$ cat src/rtl/ctrl_pkg.sv
// rtl/ctrl_pkg.sv - shared states, opcodes and encodings for the multicycle controller
package ctrl_pkg;

  // Opcode field width seen by the decoder, and wait-counter width (TIMEOUT <= 255).
  localparam int OPC_BITS = 6;
  localparam int CNT_W    = 8;

  typedef enum logic [2:0] {
    FETCH  = 3'd0,
    DECODE = 3'd1,
    EXEC   = 3'd2,
    MEM    = 3'd3,
    WB     = 3'd4,
    JUMP   = 3'd5
  } state_t;

  localparam logic [OPC_BITS-1:0] OP_AND  = 6'b100000;
  localparam logic [OPC_BITS-1:0] OP_LW   = 6'b100011;
  localparam logic [OPC_BITS-1:0] OP_SW   = 6'b101011;
  localparam logic [OPC_BITS-1:0] OP_JR   = 6'b001000;
  localparam logic [OPC_BITS-1:0] OP_JAL  = 6'b000011;
  localparam logic [OPC_BITS-1:0] OP_NOR  = 6'b100110;
  localparam logic [OPC_BITS-1:0] OP_NORI = 6'b001110;
  localparam logic [OPC_BITS-1:0] OP_NOT  = 6'b000100;
  localparam logic [OPC_BITS-1:0] OP_BLEU = 6'b010000;
  localparam logic [OPC_BITS-1:0] OP_ROLV = 6'b000000;
  localparam logic [OPC_BITS-1:0] OP_RORV = 6'b000010;

  localparam logic [1:0] PC_SRC_SEQ    = 2'd0;
  localparam logic [1:0] PC_SRC_BRANCH = 2'd1;
  localparam logic [1:0] PC_SRC_JUMP   = 2'd2;
  localparam logic [1:0] PC_SRC_REG    = 2'd3;

  // One-hot instruction class; exactly one bit set for a legal opcode.
  typedef struct packed {
    logic is_and;
    logic is_lw;
    logic is_sw;
    logic is_jr;
    logic is_jal;
    logic is_nor;
    logic is_nori;
    logic is_not;
    logic is_bleu;
    logic is_rolv;
    logic is_rorv;
  } ins_class_t;

  // Instructions whose result lands in rd rather than rt.
  function automatic logic writes_rd(input ins_class_t c);
    return c.is_and | c.is_nor | c.is_nori | c.is_not | c.is_rolv | c.is_rorv;
  endfunction

  // Instructions that go EXEC -> WB directly.
  function automatic logic alu_to_wb(input ins_class_t c);
    return c.is_and | c.is_nor | c.is_nori | c.is_not | c.is_rolv | c.is_rorv;
  endfunction

endpackage

$ cat src/rtl/opcode_decode.sv
// rtl/opcode_decode.sv - combinational opcode to one-hot instruction class decoder
module opcode_decode
  import ctrl_pkg::*;
(
  input  logic [OPC_BITS-1:0] opcode,
  output ins_class_t          cls,
  output logic                illegal
);

  // Map each defined opcode to its class bit; anything else is illegal.
  always_comb begin
    cls     = '0;
    illegal = 1'b0;
    case (opcode)
      OP_AND:  cls.is_and  = 1'b1;
      OP_LW:   cls.is_lw   = 1'b1;
      OP_SW:   cls.is_sw   = 1'b1;
      OP_JR:   cls.is_jr   = 1'b1;
      OP_JAL:  cls.is_jal  = 1'b1;
      OP_NOR:  cls.is_nor  = 1'b1;
      OP_NORI: cls.is_nori = 1'b1;
      OP_NOT:  cls.is_not  = 1'b1;
      OP_BLEU: cls.is_bleu = 1'b1;
      OP_ROLV: cls.is_rolv = 1'b1;
      OP_RORV: cls.is_rorv = 1'b1;
      default: illegal     = 1'b1;
    endcase
  end

endmodule

$ cat src/rtl/multicycle_control.sv
// rtl/multicycle_control.sv - multicycle FETCH/DECODE/EXEC/MEM/WB/JUMP controller
module multicycle_control
  import ctrl_pkg::*;
#(
  parameter int INSTR_W   = 32,
  parameter int OPC_W     = 6,
  parameter int ALU_SEL_W = 5,
  parameter int TIMEOUT   = 15
) (
  input  logic                 clk,
  input  logic                 rst_n,
  input  logic [INSTR_W-1:0]   ins,
  input  logic                 alu_leu,
  input  logic                 mem_ready,
  output logic                 mem_req,
  output logic                 mem_we,
  output logic                 iord,
  output logic                 ir_we,
  output logic                 pc_we,
  output logic [1:0]           pc_src,
  output logic                 reg_we,
  output logic                 reg_dst,
  output logic                 mem_to_reg,
  output logic                 link,
  output logic                 alu_src,
  output logic [ALU_SEL_W-1:0] alu_op,
  output logic                 illegal,
  output logic                 mem_err,
  output logic                 busy
);

  localparam logic [CNT_W-1:0] TIMEOUT_CNT = CNT_W'(TIMEOUT);

  state_t             state_q, state_d;
  logic [CNT_W-1:0]   cnt_q, cnt_d;

  logic [OPC_BITS-1:0] opcode;
  ins_class_t          cls;
  logic                dec_illegal;

  // Ungated controls; forced low below while reset is asserted.
  logic                 mem_req_c, mem_we_c, iord_c, ir_we_c, pc_we_c;
  logic [1:0]           pc_src_c;
  logic                 reg_we_c, reg_dst_c, mem_to_reg_c, link_c, alu_src_c;
  logic [ALU_SEL_W-1:0] alu_op_c;
  logic                 illegal_c, mem_err_c, busy_c;

  // Only the opcode and ALU-select fields of the instruction are consumed here.
  logic unused_ins_bits;
  assign unused_ins_bits = ^ins[INSTR_W-OPC_W-1:0];

  assign opcode = ins[INSTR_W-1 -: OPC_W];

  opcode_decode u_opcode_decode (
    .opcode  (opcode),
    .cls     (cls),
    .illegal (dec_illegal)
  );

  // State and memory wait counter registers.
  always_ff @(posedge clk or negedge rst_n) begin
    if (!rst_n) begin
      state_q <= FETCH;
      cnt_q   <= '0;
    end else begin
      state_q <= state_d;
      cnt_q   <= cnt_d;
    end
  end

  // Next-state, wait counter and datapath enables for the current step.
  always_comb begin
    state_d      = state_q;
    cnt_d        = '0;
    mem_req_c    = 1'b0;
    mem_we_c     = 1'b0;
    iord_c       = 1'b0;
    ir_we_c      = 1'b0;
    pc_we_c      = 1'b0;
    pc_src_c     = PC_SRC_SEQ;
    reg_we_c     = 1'b0;
    reg_dst_c    = 1'b0;
    mem_to_reg_c = 1'b0;
    link_c       = 1'b0;
    alu_src_c    = 1'b0;
    alu_op_c     = '0;
    illegal_c    = 1'b0;
    mem_err_c    = 1'b0;
    busy_c       = (state_q != FETCH);

    case (state_q)
      FETCH: begin
        mem_req_c = 1'b1;
        if (mem_ready) begin
          ir_we_c  = 1'b1;
          pc_we_c  = 1'b1;
          pc_src_c = PC_SRC_SEQ;
          state_d  = DECODE;
        end else if (cnt_q == TIMEOUT_CNT) begin
          // Abort; PC is left alone so the same address is fetched again.
          mem_req_c = 1'b0;
          mem_err_c = 1'b1;
          state_d   = FETCH;
        end else begin
          cnt_d = cnt_q + CNT_W'(1);
        end
      end

      DECODE: begin
        if (dec_illegal) begin
          illegal_c = 1'b1;
          state_d   = FETCH;
        end else if (cls.is_jr || cls.is_jal) begin
          state_d = JUMP;
        end else begin
          state_d = EXEC;
        end
      end

      EXEC: begin
        alu_op_c  = ins[INSTR_W-1 -: ALU_SEL_W];
        alu_src_c = cls.is_nori | cls.is_lw | cls.is_sw;
        if (cls.is_lw || cls.is_sw) begin
          state_d = MEM;
        end else if (cls.is_bleu) begin
          if (alu_leu) begin
            pc_we_c  = 1'b1;
            pc_src_c = PC_SRC_BRANCH;
          end
          state_d = FETCH;
        end else if (alu_to_wb(cls)) begin
          state_d = WB;
        end else begin
          state_d = FETCH;
        end
      end

      MEM: begin
        mem_req_c = 1'b1;
        iord_c    = 1'b1;
        mem_we_c  = cls.is_sw;
        if (mem_ready) begin
          state_d = cls.is_lw ? WB : FETCH;
        end else if (cnt_q == TIMEOUT_CNT) begin
          // Abort the access; dropping mem_we means nothing gets written.
          mem_req_c = 1'b0;
          mem_we_c  = 1'b0;
          mem_err_c = 1'b1;
          state_d   = FETCH;
        end else begin
          cnt_d = cnt_q + CNT_W'(1);
        end
      end

      WB: begin
        reg_we_c     = 1'b1;
        reg_dst_c    = writes_rd(cls);
        mem_to_reg_c = cls.is_lw;
        state_d      = FETCH;
      end

      JUMP: begin
        pc_we_c  = 1'b1;
        pc_src_c = cls.is_jr ? PC_SRC_REG : PC_SRC_JUMP;
        if (cls.is_jal) begin
          reg_we_c = 1'b1;
          link_c   = 1'b1;
        end
        state_d = FETCH;
      end

      default: begin
        state_d = FETCH;
      end
    endcase
  end

  // Reset drops every output at once so no partial write can complete.
  assign mem_req    = rst_n & mem_req_c;
  assign mem_we     = rst_n & mem_we_c;
  assign iord       = rst_n & iord_c;
  assign ir_we      = rst_n & ir_we_c;
  assign pc_we      = rst_n & pc_we_c;
  assign pc_src     = rst_n ? pc_src_c : 2'b00;
  assign reg_we     = rst_n & reg_we_c;
  assign reg_dst    = rst_n & reg_dst_c;
  assign mem_to_reg = rst_n & mem_to_reg_c;
  assign link       = rst_n & link_c;
  assign alu_src    = rst_n & alu_src_c;
  assign alu_op     = rst_n ? alu_op_c : '0;
  assign illegal    = rst_n & illegal_c;
  assign mem_err    = rst_n & mem_err_c;
  assign busy       = rst_n & busy_c;

endmodule

$ cat config.mk
export PLATFORM = sky130hd
export DESIGN_NAME = multicycle_control
export DESIGN_NICKNAME = d
export VERILOG_FILES = /design/src/rtl/ctrl_pkg.sv /design/src/rtl/opcode_decode.sv /design/src/rtl/multicycle_control.sv
export SDC_FILE = /design/constraint.sdc
export NUM_CORES = 1
export LEC_CHECK = 0
export CAP_MARGIN = 20
export CORE_ASPECT_RATIO = 1.1
export CORE_UTILIZATION = 35
export CTS_CLUSTER_SIZE = 16
export DETAILED_ROUTE_END_ITERATION = 12
export GPL_ROUTABILITY_DRIVEN = 0
export PLACE_DENSITY = 0.84
export SETUP_SLACK_MARGIN = 0.15
export SLEW_MARGIN = 25
export SYNTH_ARGS = -nofsm -noshare
export SYNTH_HDL_FRONTEND = slang
export SYNTH_SLANG_ARGS = --single-unit
$ cat constraint.sdc
create_clock -name clk -period 2.5 [get_ports clk]
set_input_delay 0.5 -clock clk [delete_from_list [all_inputs] [get_ports clk]]
set_output_delay 0.5 -clock clk [all_outputs]
set_load 0.01 [all_outputs]
==> summary.md, run 1 <==
| Metric | Value |
|---|---|
| Max incr delay on CP | `0.37 ns` |
| # H-tree levels | `1` |
| PortBufs | `29` |
| Post-Place Setup Slack | `-0.492 ns` |
| Worst-Skew Late Latency | `0.28 ns` |
| Row Count | `19` |
| DP Area | `1510 um2` |
| Initial DRT Pass Iterations | `4` |
| CP cell instances | `dlygate4sd2_1 -> maj3_1 -> a2bb2oi_1 -> o32ai_2 -> a211oi_2 -> clkdlybuf4s15_1` |
| Height of the die | `57.6 um` |
| Tot Pwr | `0.730 mW` |
| Vias per cell | `5.65` |
| Non-Filler Instances | `219` |
| Root buf cell | `clkbuf_4` |
| Worst EP arrival | `1.83 ns` |
| Fin util | `62.6%` |
| Layout Skew | `0.00418 ns` |
| Fmax | `429 MHz` |
| Max-Cap Viols | `0` |
| Placed instance count | `213` |
| CTS sink cnt | `11` |
| Vias in the first global route | `1309` |
| Final nets | `226` |
| Worst Path Required | `2.00 ns` |
| RSZ-0062 raised after global routing | `yes` |
| Antenna violations before repair | `0` |
| Total Routed Length | `3570 um` |
| Fin crit period | `2.33 ns` |
| CTS tree | `built` |
| Post-Syn Nets | `165` |
| Library cells used by synthesis | `42` |
| #FFs+latches synth | `11` |
| CTS max path bufs | `2` |
| Via count | `1237` |
| IO Count | `56` |
| Max-slew violations | `0` |
| Setup Viol. Count Final | `0` |
| Final HPWL DP | `2430 um` |
| Diode count | `0` |
| Register area share after synthesis | `28.0%` |
| Antenna Nets Post-Route | `0` |
| Slowest CP cell | `maj3_1` |
| Worst min path class | `input port to asynchronous set/reset pin` |
| Residual DRC | `0` |
| Critical Path End Type | `primary output` |
| GRT Total Usage | `25.5%` |
| Synthesized area per cell | `7.68 um2` |
| TNS Setup | `0 ns` |
| Crit path max fanout | `5` |
| Tcrit/Tclk final | `93.3%` |
| Syn Inst Count | `128` |
| Relative slew slack | `72.2%` |
| Core ar. | `2590 um2` |
| Die X | `52.5 um` |
| Die ar. | `3030 um2` |
| Final Hold Viols | `0` |
| CTS clock-pin slew for the worst setup and hold paths | `0.07 ns` |
| CP Class | `input port to primary output` |
| Area Growth Syn to Fin | `64.9%` |
| Initial Utilization | `38.0%` |
| Hold-fix buffer count after cts | `0` |
| Wire length per cell | `16.3 um` |
| Leak Pwr | `0.784 nW` |
| Peak VDD IR | `0.337 mV` |
| PnR worst setup slack | `0.167 ns` |
| Synth Cell Area | `983 um2` |
| Run status | `finished, final reports clean` |
| Worst slew pin tran | `0.417 ns` |
| Layout cell share with drive strength beyond 1 | `36.7%` |
| Hold Worst Slack | `0.309 ns` |
| Yosys warnings | `0` |
| Remaining Overflow, GRT | `0` |
| Pwr/cell area | `450 nW/um2` |
| Largest net degree at the start of global routing | `13` |
| Fin area | `1620 um2` |
| First-pass GRT wire length | `5780 um` |
| Num CTS Buffers | `3` |
| DRT iter0 DRCs | `40` |
| Startpoint type of the worst setup path | `input port` |
placed cells by master (no fill, tap or decap), types with 2 or more instances in the layout:
cell	count
a211oi_2	2
a21oi_1	4
and2_1	3
and3_1	6
buf_4	32
buf_6	3
clkbuf_2	3
clkbuf_4	3
clkdlybuf4s50_1	5
dfrtp_1	10
dlygate4sd2_1	16
inv_1	3
maj3_1	2
nand2_1	12
nand2_2	2
nand2b_1	2
nand3_1	7
nor2_1	17
nor2_2	2
nor2b_1	3
nor2b_2	2
nor3_1	5
nor3_2	2
nor4_1	2
xnor2_1	4
xor2_1	3
repair_timing:
action,in CTS,in global routing
resized for setup,40,23
endpoints found under the setup margin,20,14
pin swaps,1,3
buffers inserted,0,2
routing by layer:
layer	routed length (um)	track usage [%]	vias to the layer above
met5	0	0	-
met4	68	12.0	0
met3	194	6.67	8
met2	1940	43.6	58
met1	1370	28.9	597
li1	-	-	574
path summary, 6_finish.rpt:
kind	start	to	slack [ns]	cells after the start
max in group asynchronous	rst_n	state_q[0]$_DFF_PN0_	1.97	3
min in group clk	cnt_q[0]$_DFF_PN0_	cnt_q[0]$_DFF_PN0_	0.47	1
worst min register to register	cnt_q[0]$_DFF_PN0_	cnt_q[0]$_DFF_PN0_	0.47	1
worst min-delay path	rst_n	state_q[1]$_DFF_PN0_	0.31	2
worst max-delay path	ins[31]	illegal	0.17	6
worst max register to register	state_q[1]$_DFF_PN0_	state_q[0]$_DFF_PN0_	0.87	5
cell usage after synthesis:
library cell	number	area share, %
a31oi_1	1	0.64
ha_1	1	1.3
a211oi_2	1	1.3
nand3b_1	1	0.76
or4_1	1	0.76
a41oi_1	1	0.89
a21oi_2	1	0.89
and3b_2	1	1.0
buf_2	4	2.0
or3b_4	1	1.1
o31a_1	1	0.89
nor2_1	19	7.3
nor3b_1	1	0.76
nor4_1	3	1.9
nor2b_1	5	3.2
o2bb2ai_1	1	0.89
o32ai_1	1	0.89
a221o_1	1	1.0
a2bb2oi_1	1	0.89
a2111oi_1	1	1.0
buf_6	2	2.3
xnor2_1	4	3.6
nand2_1	14	5.3
o21ai_0	2	1.0
a21oi_1	4	2.0
maj3_1	2	2.0
xor2_1	3	2.7
and2_1	3	1.9
and3_1	6	3.8
nand2b_1	3	1.9
nor3_1	7	3.6
dfrtp_1	11	28
a311oi_1	1	0.89
and2_2	1	0.76
buf_4	1	0.76
or4_4	1	1.1
clkbuf_2	1	0.51
nor4b_1	1	0.89
and3_2	1	0.76
a211oi_1	2	1.5
nand3_1	8	4.1
inv_1	3	1.1
cell families after synthesis:
group | count (synthesis) | share of synthesized area, %
fa+ha+maj | 3 | 3.31
buf+inv | 11 | 6.74
compound gates | 19 | 14.8
xor+xnor | 7 | 6.23
flops | 11 | 28.0
simple gates | 77 | 41.0
worst max-delay path: cells and delay by family:
family,cells,cell delay (ns)
adders and majority gates,1,0.37
buffers and inverters,2,0.53
AOI/OAI and AO/OA,3,0.43
registers in the layout, indices dropped and copies added (netlist names):
signal and count:
cnt_q 8, state_q 3
report_power, final:
part           internal, mW  leakage, nW  switching [mW]
clock network        0.0594       0.0177          0.0693
logic                 0.179        0.618           0.205
registers             0.200        0.149          0.0163
total                 0.439        0.784           0.291
final cells by class:
class	count	area (um2)
Inverter	3	11.3
Tap cell	31	38.8
Clock inverter	1	5.00
Clock buffer	3	22.5
Timing Repair Buffer	64	527
Multi-Input combinational cell	106	741
Fill cell	227	970
Sequential cell	11	277
Power figures use the tool's default switching activity.
==> inputs of run 2 (changes only) <==
Settings changed: SKIP_CTS_REPAIR_TIMING from default to 1.
==> run 2 against run 1 <==
First-iteration DRC count down 5.0%. Wire length down 0.56%. Design area up 6.7%. Final cell count up 2.3%. Clock skew about the same. Flip-flop and latch count unchanged. Register-to-register slack worse by 0.02 ns. Die area unchanged. Critical path type is now flip-flop to primary output.
==> summary.md, run 2 (synthesis gave the netlist of run 1 again) <==
| Metric | Value |
|---|---|
| First-pass GRT wire length | `5530 um (-4.3%)` |
| Fin crit period | `2.31 ns (-0.0224 ns)` |
| Most common cell after layout, fill and taps aside | `buf_4` |
| Fillers | `189 (-17%)` |
| Switching part of the total | `38.5% (-1.3 points)` |
| Pwr/cell area | `444 nW/um2 (-1.3%)` |
| PortBufs | `29 (unchanged)` |
| Worst-Skew Late Latency | `0.28 ns (about the same)` |
| Residual DRC | `0 (unchanged)` |
| RSZ-0062 raised after global routing | `no` |
| GRT Total Usage | `24.2% (-1.3 points)` |
| Remaining Overflow, GRT | `0 (unchanged)` |
| Layout Skew | `0.00390 ns (-0.000277 ns)` |
| Fmax | `433 MHz (+0.97%)` |
| Core ar. | `2590 um2 (unchanged)` |
| Initial Utilization | `38.0% (unchanged)` |
| Max incr delay on CP | `0.53 ns (+0.16 ns)` |
| Register Area | `277 um2 (unchanged)` |
| DRT iter0 DRCs | `38 (-5.0%)` |
| Vias in the first global route | `1264 (-3.4%)` |
| Placed instance count | `213 (unchanged)` |
| Root buf cell | `clkbuf_4` |
| Multi-input combinational cell area | `722 um2 (-2.5%)` |
| Most flops, register | `cnt_q` |
| Top flop regs | `cnt_q (8), state_q (3)` |
| Row Count | `19 (unchanged)` |
| Height of the die | `57.6 um (unchanged)` |
| Commonest non-fill, non-tap cells in the layout | `37 x buf_4, 23 x dlymetal6s2s_1, 16 x nor2_1, 13 x nand2_1, 10 x dfrtp_1` |
| Antenna Nets Post-Route | `0 (unchanged)` |
| Tot Pwr | `0.769 mW (+5.3%)` |
| CP delay by family, top | `simple AND/OR/NAND/NOR gates` |
| Setup Viol. Count Final | `0 (unchanged)` |
| Tcrit/Tclk final | `92.4% (-0.90 points)` |
| Area Growth Syn to Fin | `76.0%` |
| Wire length per cell | `15.9 um (-2.8%)` |
| Die ar. | `3030 um2 (unchanged)` |
| CTS max path bufs | `2 (unchanged)` |
| Relative slew slack | `71.6% (-0.59 points)` |
| Post-Place Setup Slack | `-0.492 ns (unchanged)` |
| DP Area | `1510 um2 (unchanged)` |
| Max-slew violations | `0 (unchanged)` |
| Max FFs per register | `8 (unchanged)` |
| Fin area | `1730 um2 (+6.7%)` |
| CTS clock-pin slew for the worst setup and hold paths | `0.08 ns (about the same)` |
| Int Pwr | `0.473 mW (+7.6%)` |
| Peak VDD IR | `0.350 mV (+3.9%)` |
| Antenna violations before repair | `0 (unchanged)` |
| Crit path from | `state_q[0]$_DFF_PN0_` |
| CTS tree | `built` |
| Crit Reg-Reg Startpoint | `state_q[0]$_DFF_PN0_` |
| Clock power frac | `17.0% (-0.6 points)` |
| Largest net degree at the start of global routing | `13 (unchanged)` |
| Die X | `52.5 um (unchanged)` |
| CP cell instances | `nor2b_2 -> and3_2 -> clkdlybuf4s50_1` |
| Max-Cap Viols | `0 (unchanged)` |
| Final Hold Viols | `0 (unchanged)` |
| PnR worst setup slack | `0.189 ns (+0.0224 ns)` |
| # H-tree levels | `1 (unchanged)` |
| Slowest CP cell | `clkdlybuf4s50_1` |
| Leak Pwr | `1.07 nW (+36%)` |
| Startpoint type of the worst setup path | `flip-flop` |
| Worst Path Required | `2.00 ns (about the same)` |
| Sw power | `0.296 mW (+1.7%)` |
| Comb power frac | `54.6% (+1.9 points)` |
| Non-Filler Instances | `224 (+2.3%)` |
| Crit path max fanout | `9 (+4)` |
| Worst EP arrival | `1.81 ns (-0.02 ns)` |
| Initial DRT Pass Iterations | `4 (unchanged)` |
| Diode count | `0 (unchanged)` |
| IO Count | `56 (unchanged)` |
| Layout cell share with drive strength beyond 1 | `36.3% (-0.43 points)` |
| Num CTS Buffers | `3 (unchanged)` |
| Final HPWL DP | `2430 um (unchanged)` |
| CP Class | `flip-flop to primary output` |
| Part of the power in registers | `28.4% (-1.3 points)` |
| Vias per cell | `5.67 (+0.30%)` |
| Final nets | `231 (+2.2%)` |
| Critical Path End Type | `primary output` |
| CTS sink cnt | `11 (unchanged)` |
| Total Routed Length | `3550 um (-0.56%)` |
| Run status | `finished, final reports clean` |
| Worst min path class | `input port to asynchronous set/reset pin` |
| Via count | `1269 (+2.6%)` |
| Worst slew pin tran | `0.426 ns (+0.00922 ns)` |
| Crit path buf inv count | `1 (-1)` |
run 2: path summary, 6_finish.rpt:
check	slack, ns	endpoint	cells after the start
worst max-delay path	0.19	alu_op[1]	3
worst min-delay path	0.18	state_q[1]$_DFF_PN0_	2
worst max register to register	0.85	cnt_q[7]$_DFF_PN0_	6
worst min register to register	0.46	cnt_q[0]$_DFF_PN0_	1
max in group asynchronous	2.11	state_q[0]$_DFF_PN0_	3
min in group clk	0.46	cnt_q[0]$_DFF_PN0_	1
run 2: worst reg2reg max path: stages, from the launching register on:
cell and delay [ns]:
dfrtp_1 0.41, buf_6 0.15, buf_4 0.13, nor2b_1 0.18, nor4_1 0.31, nand2_1 0.22, nor2_1 0.18
run 2: through the flow:
step / TNS [ns] / utilization (%) / hold slack, ns
6_report: 0 / 66.8 / 0.185
5_1_grt: 0 / 66.8 / 0.196
4_1_cts: -4.82 / 59.2 / 0.462
3_5_place_dp: -4.45 / 58.1 / 0.453
3_3_place_gp: -3.65 / 58.1 / 0.446
2_1_floorplan: 0 / - / 0.204
run 2: layout make-up:
type                       count  area share, %
clock inverter                 1          0.289
tap                           31           2.24
timing repair buffer          69           37.8
sequential                    11           16.0
multi-input combinational    106           41.7
inverter                       3          0.651
clock buffer                   3           1.30
run 2: power by group through the flow:
stage | registers (mW) | logic (mW) | clock network (mW)
global route | 0.221 | 0.450 | 0.144
CTS | 0.214 | 0.343 | 0.127
detailed placement | 0.217 | 0.339 | 0
global placement | 0.216 | 0.323 | 0
finish | 0.218 | 0.420 | 0.131
floorplan | 0.214 | 0.190 | 0
run 2: routing by layer:
layer | wire length, um | vias up | global-route usage [%]
met5 | 0 | - | 0
met3 | 219 | 10 | 4.80
met2 | 1870 | 63 | 41.2
met1 | 1400 | 612 | 29.6
li1 | - | 584 | -
met4 | 68 | 0 | 9.02
==> inputs of run 3 (changes only) <==
Settings changed: ABC_AREA from default to 1, CORE_MARGIN from default to 2, PLACE_DENSITY 0.84 to 0.82, SYNTH_HIERARCHICAL from default to 1.
==> run 3 against run 2 <==
Sequential share of layout area rose by 0.84 points. Flip-flop and latch count unchanged. Non-clock buffer count is 17 lower. Core utilization is 7.9 points lower. Critical endpoint is now pc_src[1]. Highest routed layer is now met3.
==> summary.md, run 3 <==
| Metric | Value |
|---|---|
| Number of enable flip-flop cells after synthesis | `0 (unchanged)` |
| Final Hold Viols | `0 (unchanged)` |
| Fmax | `449 MHz (+3.7%)` |
| Hold Worst Slack | `0.261 ns (+0.0765 ns)` |
| Run status | `finished, final reports clean` |
| Max incr delay on CP | `0.52 ns (about the same)` |
| DRT iter0 DRCs | `25 (-34%)` |
| Top flop regs | `cnt_q (8), state_q (3)` |
| Area Growth Syn to Fin | `58.4%` |
| Library cells used by synthesis | `21 (-50%)` |
| Height of the die | `61.0 um (+5.9%)` |
| # H-tree levels | `1 (unchanged)` |
| Peak VDD IR | `0.231 mV (-34%)` |
| CTS clock-pin slew for the worst setup and hold paths | `0.07 ns (about the same)` |
| Post-Place Setup Slack | `-0.476 ns (+0.0164 ns)` |
| Crit Reg-Reg Startpoint | `cnt_q[0]$_DFF_PN0_` |
| Reg2reg path depth | `6 (unchanged)` |
| Slowest CP cell | `clkdlybuf4s50_1` |
| Residual DRC | `0 (unchanged)` |
| Setup Viol. Count Final | `0 (unchanged)` |
| Vias in the first global route | `1019 (-19%)` |
| M3 GR Usage | `4.26% (-0.54 points)` |
| Num CTS Buffers | `3 (unchanged)` |
| Mux cell area share after synthesis | `0% (unchanged)` |
| Compound-Gate Fraction of Synth Area | `4.12% (-11 points)` |
| CTS tree | `built` |
| Max FFs per register | `8 (unchanged)` |
| Startpoint type of the worst setup path | `flip-flop` |
| Post-synth top cells | `42 x nor2_1, 40 x inv_1, 27 x nand2_1` |
| Layout cell share with drive strength beyond 1 | `24.2% (-12 points)` |
| Tcrit/Tclk final | `89.2% (-3.3 points)` |
| Wire length per cell | `9.85 um (-38%)` |
| Switching part of the total | `31.3% (-7.2 points)` |
| Pwr/cell area | `283 nW/um2 (-36%)` |
| Antenna Nets Post-Route | `0 (unchanged)` |
| Final HPWL DP | `2030 um (-16%)` |
| Layout Skew | `0.00213 ns (-0.00177 ns)` |
| Worst slew pin tran | `0.293 ns (-0.133 ns)` |
| Initial Utilization | `37.2% (-0.75 points)` |
| Yosys warnings | `6 (+6)` |
| Share of Yosys cell area claimed by the top area cell type | `26.6% (-1.4 points)` |
| Clock power frac | `25.7% (+8.7 points)` |
| Part of the power in registers | `41.7% (+13 points)` |
| Critical Path End Type | `primary output` |
| Worst-Skew Late Latency | `0.27 ns (about the same)` |
| Remaining Overflow, GRT | `0 (unchanged)` |
| Total Routed Length | `2600 um (-27%)` |
| Vias per cell | `4.61 (-19%)` |
| Leak Pwr | `1.07 nW (+0.78%)` |
| Largest net degree at the start of global routing | `11 (-2)` |
| Fin crit period | `2.23 ns (-0.0815 ns)` |
| Max-slew violations | `0 (unchanged)` |
| GRT Total Usage | `14.8% (-9.4 points)` |
| Most Crowded Layer GR | `met2` |
| Via count | `1216 (-4.2%)` |
| Post-synthesis adder-cell area fraction | `1.21% (-2.1 points)` |
| Area leader, netlist | `dfrtp_1` |
| GR met2 Demand/Resource | `27.9% (-13 points)` |
| Die ar. | `3400 um2 (+12%)` |
| Initial DRT Pass Iterations | `4 (unchanged)` |
| Relative slew slack | `80.5% (+8.9 points)` |
| Diode count | `0 (unchanged)` |
| IO Count | `56 (unchanged)` |
| Area contributors post-synth | `dfrtp_1 27%, nor2_1 15%, inv_1 15%, nand3_1 11%, nand2_1 9.8%` |
| Sw power | `0.145 mW (-51%)` |
| PnR worst setup slack | `0.270 ns (+0.0815 ns)` |
| Row Count | `20 (+1)` |
| Root buf cell | `clkbuf_4` |
| Main combinational cell family by area after synthesis | `simple AND/OR/NAND/NOR gates` |
| XOR/XNOR Fraction of Synth Area | `1.69% (-4.5 points)` |
| Syn Inst Count | `175 (+37%)` |
| CTS sink cnt | `11 (unchanged)` |
| Synth Cell Area | `1030 um2 (+5.1%)` |
| Count leader, synth | `nor2_1` |
| CTS max path bufs | `2 (unchanged)` |
| Post-Syn Nets | `212 (+28%)` |
| #FFs+latches synth | `11 (unchanged)` |
| Int Pwr | `0.318 mW (-33%)` |
| CP cell instances | `nor3_1 -> nand2_1 -> buf_4 -> inv_1 -> clkdlybuf4s50_1` |
| RSZ-0062 raised after global routing | `no` |
| Antenna violations before repair | `0 (unchanged)` |
| Ys flop type | `dfrtp_1` |
| Post-Synth Simple-Gate Area | `51.5% (+10 points)` |
| Worst min path class | `input port to asynchronous set/reset pin` |
| FF-to-FF End | `state_q[0]$_DFF_PN0_` |
| CP Class | `flip-flop to primary output` |
| Commonest non-fill, non-tap cells in the layout | `37 x inv_1, 37 x nor2_1, 25 x nand2_1, 23 x buf_4, 21 x nand3_1` |
| Die X | `55.8 um (+6.2%)` |
| Worst EP arrival | `1.73 ns (-0.08 ns)` |
| Most flops, register | `cnt_q` |
| Worst Path Required | `2.00 ns (about the same)` |
| PortBufs | `29 (unchanged)` |
| GRT met1 Usage | `17.5% (-12 points)` |
| Crit path max fanout | `5 (-4)` |
| First-pass GRT wire length | `4040 um (-27%)` |
| FFs w/ async S/R, synth | `100% (unchanged)` |
| Register area share after synthesis | `26.6% (-1.4 points)` |
| Reg-to-reg slack, setup | `1.27 ns (+0.42 ns)` |
| Max-Cap Viols | `0 (unchanged)` |
| Crit path from | `state_q[1]$_DFF_PN0_` |
| Synthesized area per cell | `5.91 um2 (-23%)` |
| Comb power frac | `32.6% (-22 points)` |
| Core ar. | `2780 um2 (+7.2%)` |
| Final nets | `269 (+16%)` |
run 3: metrics by stage:
| stage | util (%) | cell area (um2) | power [mW] | TNS (ns) | instances |
|---|---|---|---|---|---|
| floorplan | - | 1030 | 0.259 | 0 | 175 |
| global placement | 54.0 | 1500 | 0.327 | -3.95 | 255 |
| detailed placement | 54.0 | 1500 | 0.328 | -3.91 | 255 |
| CTS | 55.0 | 1530 | 0.448 | -4.11 | 259 |
| global route | 58.9 | 1640 | 0.492 | 0 | 264 |
| finish | 58.9 | 1640 | 0.463 | 0 | 264 |
run 3: how the worst max path moves through the flow:
stage                end  cells after the start
6_report       pc_src[1]                      5
5_1_grt        pc_src[0]                     11
4_1_cts        pc_src[0]                     11
3_5_place_dp   pc_src[0]                     11
3_3_place_gp   pc_src[0]                     11
2_1_floorplan  pc_src[0]                      9
run 3: cells by family after synthesis:
logic type | count (synthesis)
buf+inv | 41
fa+ha+maj | 1
simple gates | 113
compound gates | 7
flops | 11
xor+xnor | 2
run 3: cell type report:
class | count | area [um2]
well taps | 33 | 41.3
multi-input cells | 123 | 652
flip-flops and latches | 11 | 275
clock buffers | 4 | 26.3
repair buffers | 52 | 488
fillers | 250 | 1140
inverters | 41 | 154
run 3: per-layer routing:
metal	share of wire, %	vias up
met3	4.5	0
met5	0	-
met1	45	530
met4	0	0
li1	-	658
met2	50	28
run 3: critical path: cells and delay by family (launching register included):
kind / cells / cell delay, ns
buffers and inverters: 3 / 0.72
DFF: 1 / 0.42
and+or+nand+nor: 2 / 0.32
run 3: power groups by stage:
stage	combinational (mW)	sequential, mW	clock, mW
final	0.151	0.193	0.119
after global routing	0.168	0.193	0.131
after CTS	0.134	0.192	0.123
after detailed placement	0.133	0.195	0
after global placement	0.132	0.195	0
after floorplan	0.0646	0.194	0
